[src/rtl/dmem_access_ctrl.sv]
// MEM-stage data-memory controller: req/ack handshake, byte/half lane steering,
// load extension, pipeline stall generation, misalignment and timeout detection.
module dmem_access_ctrl #(
  parameter int unsigned TIMEOUT_CYCLES = 255
) (
  input  logic        clk,
  input  logic        reset,
  input  logic        mem_read,
  input  logic        mem_write,
  input  logic [2:0]  funct3,
  input  logic [31:0] address,
  input  logic [31:0] write_data,
  output logic        busywait,
  output logic [31:0] read_data,
  output logic        misaligned,
  output logic        access_fault,
  output logic        mem_req,
  output logic        mem_we,
  output logic [31:0] mem_addr,
  output logic [31:0] mem_wdata,
  output logic [3:0]  mem_wstrb,
  input  logic [31:0] mem_rdata,
  input  logic        mem_ack
);

  localparam int unsigned CNT_W = $clog2(TIMEOUT_CYCLES + 1);

  typedef enum logic [1:0] {
    IDLE   = 2'd0,
    ACCESS = 2'd1,
    DONE   = 2'd2
  } state_e;

  state_e            state_q, state_d;
  logic              we_q, we_d;
  logic [29:0]       waddr_q, waddr_d;
  logic [2:0]        f3_q, f3_d;
  logic [1:0]        off_q, off_d;
  logic [31:0]       wdata_q, wdata_d;
  logic [3:0]        wstrb_q, wstrb_d;
  logic [CNT_W-1:0]  cnt_q, cnt_d;
  logic [31:0]       rdata_q, rdata_d;
  logic              mis_q, mis_d;
  logic              fault_q, fault_d;
  logic              req_q, req_d;

  logic              req_c;
  logic              aligned_c;
  logic [31:0]       st_wdata_c;
  logic [3:0]        st_wstrb_c;
  logic [31:0]       lane_c;
  logic [31:0]       ld_ext_c;

  assign read_data    = rdata_q;
  assign misaligned   = mis_q;
  assign access_fault = fault_q;
  assign mem_req      = req_q;
  assign mem_we       = we_q;
  assign mem_addr     = {waddr_q, 2'b00};
  assign mem_wdata    = wdata_q;
  assign mem_wstrb    = wstrb_q;

  // Request decode: size in funct3[1:0] (2'b11 falls into word), alignment and store lanes.
  always_comb begin
    req_c      = mem_read | mem_write;
    aligned_c  = 1'b1;
    st_wdata_c = write_data;
    st_wstrb_c = 4'b1111;
    case (funct3[1:0])
      2'b00: begin
        st_wdata_c = {4{write_data[7:0]}};
        st_wstrb_c = 4'b0001 << address[1:0];
      end
      2'b01: begin
        aligned_c  = (address[0] == 1'b0);
        st_wdata_c = {2{write_data[15:0]}};
        st_wstrb_c = 4'b0011 << address[1:0];
      end
      default: begin
        aligned_c  = (address[1:0] == 2'b00);
      end
    endcase
    if (!mem_write) begin
      st_wstrb_c = 4'b0000;
    end
  end

  // Load lane extraction at the latched offset, then sign/zero extension.
  always_comb begin
    lane_c   = mem_rdata >> {off_q, 3'b000};
    ld_ext_c = mem_rdata;
    case (f3_q[1:0])
      2'b00:   ld_ext_c = {{24{~f3_q[2] & lane_c[7]}}, lane_c[7:0]};
      2'b01:   ld_ext_c = {{16{~f3_q[2] & lane_c[15]}}, lane_c[15:0]};
      default: ld_ext_c = mem_rdata;
    endcase
  end

  always_comb begin
    state_d  = state_q;
    we_d     = we_q;
    waddr_d  = waddr_q;
    f3_d     = f3_q;
    off_d    = off_q;
    wdata_d  = wdata_q;
    wstrb_d  = wstrb_q;
    cnt_d    = cnt_q;
    rdata_d  = rdata_q;
    mis_d    = 1'b0;
    fault_d  = 1'b0;
    req_d    = 1'b0;
    busywait = 1'b0;
    case (state_q)
      IDLE: begin
        if (req_c) begin
          busywait = 1'b1;
          if (aligned_c) begin
            state_d = ACCESS;
            req_d   = 1'b1;
            we_d    = mem_write;
            waddr_d = address[31:2];
            f3_d    = funct3;
            off_d   = address[1:0];
            wdata_d = st_wdata_c;
            wstrb_d = st_wstrb_c;
            cnt_d   = '0;
          end else begin
            state_d = DONE;
            mis_d   = 1'b1;
          end
        end
      end
      ACCESS: begin
        busywait = 1'b1;
        if (mem_ack) begin
          state_d = DONE;
          if (!we_q) begin
            rdata_d = ld_ext_c;
          end
        end else if (cnt_q == CNT_W'(TIMEOUT_CYCLES - 1)) begin
          state_d = DONE;
          fault_d = 1'b1;
          if (!we_q) begin
            rdata_d = '0;
          end
        end else begin
          cnt_d = cnt_q + CNT_W'(1);
          req_d = 1'b1;
        end
      end
      DONE: begin
        state_d = IDLE;
      end
      default: begin
        state_d = IDLE;
      end
    endcase
  end

  always_ff @(posedge clk or posedge reset) begin
    if (reset) begin
      state_q <= IDLE;
      we_q    <= 1'b0;
      waddr_q <= '0;
      f3_q    <= '0;
      off_q   <= '0;
      wdata_q <= '0;
      wstrb_q <= '0;
      cnt_q   <= '0;
      rdata_q <= '0;
      mis_q   <= 1'b0;
      fault_q <= 1'b0;
      req_q   <= 1'b0;
    end else begin
      state_q <= state_d;
      we_q    <= we_d;
      waddr_q <= waddr_d;
      f3_q    <= f3_d;
      off_q   <= off_d;
      wdata_q <= wdata_d;
      wstrb_q <= wstrb_d;
      cnt_q   <= cnt_d;
      rdata_q <= rdata_d;
      mis_q   <= mis_d;
      fault_q <= fault_d;
      req_q   <= req_d;
    end
  end

endmodule

[config.mk]
export PLATFORM = sky130hd
export DESIGN_NAME = dmem_access_ctrl
export DESIGN_NICKNAME = d
export VERILOG_FILES = /design/src/rtl/dmem_access_ctrl.sv
export SDC_FILE = /design/constraint.sdc
export NUM_CORES = 1
export LEC_CHECK = 0
export BUFFER_PORTS_ARGS = -buffer_cell sky130_fd_sc_hd__buf_2
export CELL_PAD_IN_SITES_DETAIL_PLACEMENT = 1
export CELL_PAD_IN_SITES_GLOBAL_PLACEMENT = 2
export CORE_AREA = 3 3 165 135
export DETAILED_ROUTE_END_ITERATION = 7
export DIE_AREA = 0 0 168 138
export PLACE_DENSITY = 0.81
export REMOVE_ABC_BUFFERS = 1
export SLEW_MARGIN = 20
export SYNTH_ARGS = -nofsm -noshare
export SYNTH_HDL_FRONTEND = slang
export SYNTH_SLANG_ARGS = --single-unit
export TNS_END_PERCENT = 10
[constraint.sdc]
create_clock -name clk -period 3.5 [get_ports clk]
set_input_delay 0.175 -clock clk [delete_from_list [all_inputs] [get_ports clk]]
set_output_delay 0.175 -clock clk [all_outputs]
set_load 0.01 [all_outputs]
==> flow_summary.json, run 1 <==
{
  "p_comb_share_pct": 34.1,
  "path_buf_inv": 0,
  "ios": 209,
  "seqPwrFrac_pct": 37.3,
  "ys_seq_area_share_pct": 54.72,
  "cts_buffers": 17,
  "synthCells": 550,
  "vias_per_cell": 4.735,
  "ir_drop_mv": 0.2767,
  "gp_congestion": 0.7375,
  "nNetsFinal": 886,
  "cts_resized": 0,
  "cts_tree": "yes",
  "fin_util_pct": 36.77,
  "path_delay_family": "simple AND/OR/NAND/NOR gates",
  "clk_pin_slew_ps": 60,
  "initial_core_util_pct": 25.92,
  "finalSetupViolCount": 0,
  "worst_slack_ps": 1143,
  "cp.depth": 4,
  "reg2reg_slack_ps": 1140,
  "yosys.cell_types.count": 52,
  "htree_levels": 4,
  "worst_pin_slew_ps": 1072,
  "antenna_found_initial": 0,
  "synth.most_common_cell": "nand2_1",
  "final_cells": 1063,
  "grt_pass1_vias": 5304,
  "grt_max_degree": 67,
  "die_h_um": 138,
  "maxCapViolations": 0,
  "io_buffers": 206,
  "period_share_pct": 67.35,
  "min_period_ps": 2357,
  "slowest_delay_ps": 810,
  "power.density_nw_per_um2": 837.4,
  "startpoint_type": "flip-flop",
  "p_clk_share_pct": 28.6,
  "area_growth_pct": 41.86,
  "wl_mm": 18.68,
  "wl_met1_mm": 8.640,
  "drt_iter0_markers": 256,
  "p_leak_nw": 3.902,
  "topRoutingLayerUsed": "met4",
  "wl_per_cell_um": 17.57,
  "skew_ps": 10.51,
  "cp-startpoint": "off_q[1]",
  "worstHoldPathType": "primary input to flip-flop",
  "fmax_mhz": 424.2,
  "netlist_area_um2": 5350,
  "reg2reg_depth": 4,
  "outcome": "finished clean",
  "slew_headroom_pct": 28.13,
  "yosysWarnings": 0,
  "synthFlopType": "dfrtp_1",
  "dieArea_um2": 23180,
  "ys_seq_elements": 117,
  "async_reset_ff_share_pct": 100.0,
  "core_um2": 20640,
  "power_mw": 6.356,
  "clk_latency_ps": 410,
  "cts_setup_buffers": 0,
  "overflow": 0,
  "drt_pass1_iterations": 4,
  "cp-endpoint": "read_data[29]",
  "r2r_start": "off_q[1]",
  "fp-row-count": 47,
  "setup.worst_path.class": "flip-flop to flip-flop",
  "cp.required_ps": 3850,
  "wl_met2_mm": 8.332,
  "grt_first_pass_wirelength_mm": 29.95,
  "vias": 5033,
  "drc": 0,
  "power.net_switching_mw": 2.319,
  "crit_chain": "mux4_2 > o21ai_2 > nor3_2 > a221o_1",
  "synthTopCellsByArea": "dfrtp_1 (55%), nand2_1 (12%), mux2i_1 (5.8%)",
  "wl_met3_mm": 1.462,
  "stdcell_area_um2": 7590,
  "grtUsageTotal_pct": 16.13,
  "crit_path_end_kind": "flip-flop",
  "reg2reg_to": "read_data[29]",
  "p_int_mw": 4.037,
  "detail-route-antenna-nets": 0,
  "die_w_um": 168,
  "slew_viol_final": 0,
  "avgSynthCellArea_um2": 9.728,
  "clock-root-buffer": "clkbuf_16",
  "dpl.cell_count": 995,
  "rsz0062_at_grt": "no",
  "layout-drive-gt1-share_pct": 32.03,
  "synth_common_cells": "nand2_1 (170), dfrtp_1 (117), o21ai_0 (38), mux2i_1 (31), nor2_1 (26)",
  "synth_enable_flop_cells": 0,
  "crit_arrival_ps": 2700,
  "slowest_stage": "nor3_2",
  "hold_viol": 0,
  "clock_sinks": 117,
  "switching_share_pct": 36.48,
  "pre_cts_ws_ps": 1089,
  "synth_top_area_cell": "dfrtp_1",
  "placed_area_um2": 6634,
  "dpl.hpwl_mm": 12.73,
  "synth_top_area_share_pct": 54.72,
  "cp_max_fo": 16,
  "cts_buffer_depth": 2
}
-- what timing repair did --
item,CTS,global route
hold endpoints to repair,85,0
setup endpoints to repair,0,0
hold buffers,35,0
-- worst min-delay path: stages --
cell and delay [ps]:
buf_2 120, nand2_1 60, nand2_1 50
-- power by group through the flow --
stage                     clock, mW  sequential, mW  combinational [mW]
after global routing           1.92            2.47                2.42
final                          1.82            2.37                2.17
after floorplan                   0            2.57               0.945
after CTS                      1.86            2.37                2.22
after detailed placement          0            2.38                2.18
after global placement            0            2.37                2.13
-- cell families (layout without fill, tap and decap cells) --
group / count (synthesis) / after routing / share of synthesized area (%)
compound gates: 114 / 114 / 15.32
buf+inv: 47 / 289 / 3.952
simple gates: 232 / 232 / 18.34
flops: 117 / 117 / 54.72
mux: 34 / 34 / 6.642
other cells: 1 / 3 / 0.07009
xor+xnor: 3 / 3 / 0.4912
fa+ha+maj: 2 / 2 / 0.4677
-- flip-flops by register name, summed over array words and instances, names as in the netlist --
register and cells:
state_q 2, f3_q 3, mem_wstrb 4, waddr_q 30
mem_wdata 32, access_fault 1, off_q 2, mem_req 1
cnt_q 8, mem_we 1, read_data 32, misaligned 1
-- layout by cell type, fill, tap and decap left out, types with 3 or more instances in the layout --
master and n:
buf_2 206, nand2_1 170, dfrtp_1 117, o21ai_0 38, dlygate4sd3_1 35, mux2i_1 31
nor2_1 26, a221o_1 23, clkbuf_16 17, o211ai_1 11, a21oi_1 10, inv_1 8
a2bb2oi_1 7, nand3_1 6, o2bb2ai_1 6, and3_1 6, buf_4 6, or4_1 5
clkinv_2 4, clkbuf_1 3, clkbuf_8 3, bufinv_16 3
-- through the flow --
stage | hold slack (ps) | TNS [ps]
2_1_floorplan | 247.7 | -40740
3_3_place_gp | 320.7 | 0
3_5_place_dp | 334.3 | 0
4_1_cts | 3.285 | 0
5_1_grt | 13.10 | 0
6_report | 22.05 | 0
-- area by class of cell --
cell class,instances,area [um2]
fill,2443,13050
sequential,117,2928
multi-input combinational,387,2237
timing repair buffer,248,1446
clock buffer,23,478.0
tap,269,336.6
clock inverter,9,125.1
inverter,9,36.28
antenna,1,2.502
-- worst min path at each step --
stage / depth (start not counted) / to / startpoint
floorplan: 1 / access_fault / mem_ack
global placement: 2 / read_data[30] / reset
detailed placement: 2 / read_data[30] / reset
CTS: 3 / mem_wdata[7] / write_data[7]
global route: 2 / read_data[24] / mem_rdata[24]
finish: 3 / mem_wdata[7] / write_data[7]
-- routing by layer --
layer / track usage, % / vias up
met1: 21.70 / 2479
met2: 24.82 / 167
met5: 0 / -
li1: - / 2371
met3: 5.479 / 16
met4: 4.606 / 0
Power figures use the tool's default switching activity.
==> inputs of run 2 (changes only) <==
--- a/config.mk
+++ b/config.mk
@@ -8,10 +8,10 @@
 export BUFFER_PORTS_ARGS = -buffer_cell sky130_fd_sc_hd__buf_2
 export CELL_PAD_IN_SITES_DETAIL_PLACEMENT = 1
 export CELL_PAD_IN_SITES_GLOBAL_PLACEMENT = 2
-export CORE_AREA = 3 3 165 135
+export CORE_AREA = 3 3 159 130
 export DETAILED_ROUTE_END_ITERATION = 7
-export DIE_AREA = 0 0 168 138
-export PLACE_DENSITY = 0.81
+export DIE_AREA = 0 0 162 133
+export PLACE_DENSITY = 0.83
 export REMOVE_ABC_BUFFERS = 1
 export SLEW_MARGIN = 20
 export SYNTH_ARGS = -nofsm -noshare
==> constraint.sdc (replaced) <==
create_clock -name clk -period 2.35 [get_ports clk]
set_input_delay 0.1175 -clock clk [delete_from_list [all_inputs] [get_ports clk]]
set_output_delay 0.1175 -clock clk [all_outputs]
set_load 0.01 [all_outputs]
==> run 2 against run 1 <==
  * Non-clock buffer count grew 46
  * Worst setup slack lost 610 ps
  * Largest power group unchanged
  * Wire length increased by 2.6%
  * Combinational power up 58%
  * Cell count up 3.2%
  * Power is 50% higher
  * Core utilization up 5.4 points
  * Design area rose by 5.7%
  * Sequential cell count unchanged
  * Global-route usage is 1.8 points higher
  * Count of clock-buffer cells in the layout fell by 5
==> flow_summary.json, run 2 (synthesis results as in run 1) <==
{
  "fin_util_pct": 42.16,
  "pre_cts_ws_ps": 558.6,
  "switching_share_pct": 36.78,
  "p_comb_share_pct": 36.0,
  "crit_chain": "inv_1 > ha_1 > nand3_1 > nor2_1 > o21ai_2 > buf_4 > a221o_1",
  "power.density_nw_per_um2": 1190,
  "clk_latency_ps": 420,
  "cts_buffer_depth": 2,
  "crit_arrival_ps": 2120,
  "hold_ws_ps": 11.73,
  "dpl.hpwl_mm": 13.00,
  "drt_iter0_markers": 263,
  "power.net_switching_mw": 3.512,
  "path_buf_inv": 2,
  "nNetsFinal": 932,
  "cts_tree": "yes",
  "min_period_ps": 1817,
  "rsz0062_at_grt": "no",
  "fin_setup_tns_ps": 0,
  "layout-drive-gt1-share_pct": 31.59,
  "antenna_cells": 0,
  "ios": 209,
  "use_met1_pct": 22.73,
  "p_clk_share_pct": 27.9,
  "grtUsageTotal_pct": 17.94,
  "grt-busiest-layer": "met2",
  "p_int_mw": 6.037,
  "use_met3_pct": 6.886,
  "detail-route-antenna-nets": 0,
  "grt_first_pass_wirelength_mm": 30.60,
  "clk_pin_slew_ps": 60,
  "grt_pass1_vias": 5623,
  "wl_per_cell_um": 17.47,
  "gp_congestion": 0.8002,
  "path_delay_family": "compound AO/OA/AOI/OAI gates",
  "initial_core_util_pct": 28.11,
  "dieArea_um2": 21550,
  "grt_max_degree": 75,
  "io_buffers": 206,
  "final_common_cell": "buf_2",
  "worst_slack_ps": 532.7,
  "die_w_um": 162,
  "fmax_mhz": 550.3,
  "dpl.cell_count": 992,
  "setup.worst_path.class": "flip-flop to flip-flop",
  "skew_ps": 8.700,
  "ir_drop_mv": 0.4872,
  "worstHoldPathType": "primary input to flip-flop",
  "hold_viol": 0,
  "crit_path_end_kind": "flip-flop",
  "worst_pin_slew_ps": 671.4,
  "slew_headroom_pct": 55.19,
  "period_share_pct": 77.33,
  "p_leak_nw": 4.106,
  "cp_max_fo": 32,
  "slowest_stage": "dfrtp_1",
  "die_h_um": 133,
  "drt_pass1_iterations": 4,
  "startpoint_type": "flip-flop",
  "clock-root-buffer": "clkbuf_16",
  "fp-row-count": 45,
  "htree_levels": 4,
  "seqPwrFrac_pct": 36.1,
  "reg2reg_depth": 7,
  "grtUsageMet2_pct": 29.16,
  "clock_sinks": 117,
  "antenna_found_initial": 0,
  "cts_buffers": 17,
  "vias": 5162,
  "slew_viol_final": 0,
  "final_cell_mix": "buf_2 (206), nand2_1 (170), dfrtp_1 (117), dlygate4sd3_1 (73), o21ai_0 (38)",
  "drc": 0,
  "slowest_delay_ps": 450,
  "finalSetupViolCount": 0,
  "core_um2": 19030,
  "cp.depth": 7,
  "overflow": 0,
  "vias_per_cell": 4.706,
  "outcome": "finished clean",
  "area_growth_pct": 49.95,
  "cp.required_ps": 2650,
  "hold_depth": 3,
  "wl_mm": 19.16,
  "final_cells": 1097,
  "maxCapViolations": 0
}
run 2: changes by cell type in the layout (fill, tap and decap cells not counted), moves of 2 or more:
cell           delta
clkbuf_1          -3
dlygate4sd3_1    +38
clkinv_2          +2
buf_4             +7
clkinv_4          +2
clkbuf_8          -2
run 2: worst reg2reg max path, cell delays in order (launching register included):
cell and delay [ps]:
dfrtp_1 450, inv_1 90, ha_1 150, nand3_1 120
nor2_1 180, o21ai_2 70, buf_4 240, a221o_1 400
run 2: area by class of cell:
class,instances,area (um2)
Sequential cell,117,2928
Fill cell,2217,11010
Timing Repair Buffer,294,1899
Inverter,9,36.28
Tap cell,258,322.8
Multi-Input combinational cell,387,2237
Clock inverter,14,160.2
Clock buffer,18,439.2
run 2: worst paths after layout:
check	endpoint	slack, ps	from
max	read_data[9]	530	cnt_q[0]
min	mem_wdata[27]	10	write_data[27]
max reg2reg	read_data[9]	530	cnt_q[0]
min reg2reg	waddr_q[13]	470	waddr_q[13]
max in group asynchronous	mem_wdata[13]	1310	reset
min in group asynchronous	waddr_q[6]	290	reset
run 2: routing by layer:
layer  wire length (um)  vias to the layer above
met5                  0                        -
met4                155                        0
met2               8972                      167
li1                   -                     2465
met1               8455                     2517
met3               1577                       13
run 2: stage by stage:
stage / total power [mW] / instance area, um2
2_1_floorplan: 5.228 / 5176
3_3_place_gp: 6.763 / 6693
3_5_place_dp: 6.840 / 6693
4_1_cts: 9.665 / 8023
5_1_grt: 10.22 / 8023
6_report: 9.548 / 8023
run 2: timing repair:
| action | in CTS | in global routing |
|---|---|---|
| hold buffers | 73 | 0 |
| setup buffers | 0 | 0 |
| hold endpoints to repair | 107 | 0 |
| resized for setup | 0 | 0 |
run 2: power by group through the flow:
stage	sequential (mW)	clock, mW	combinational, mW
after global placement	3.45	0	3.32
after detailed placement	3.47	0	3.37
after floorplan	3.82	0	1.41
final	3.45	2.67	3.43
after global routing	3.59	2.82	3.82
after CTS	3.46	2.73	3.48
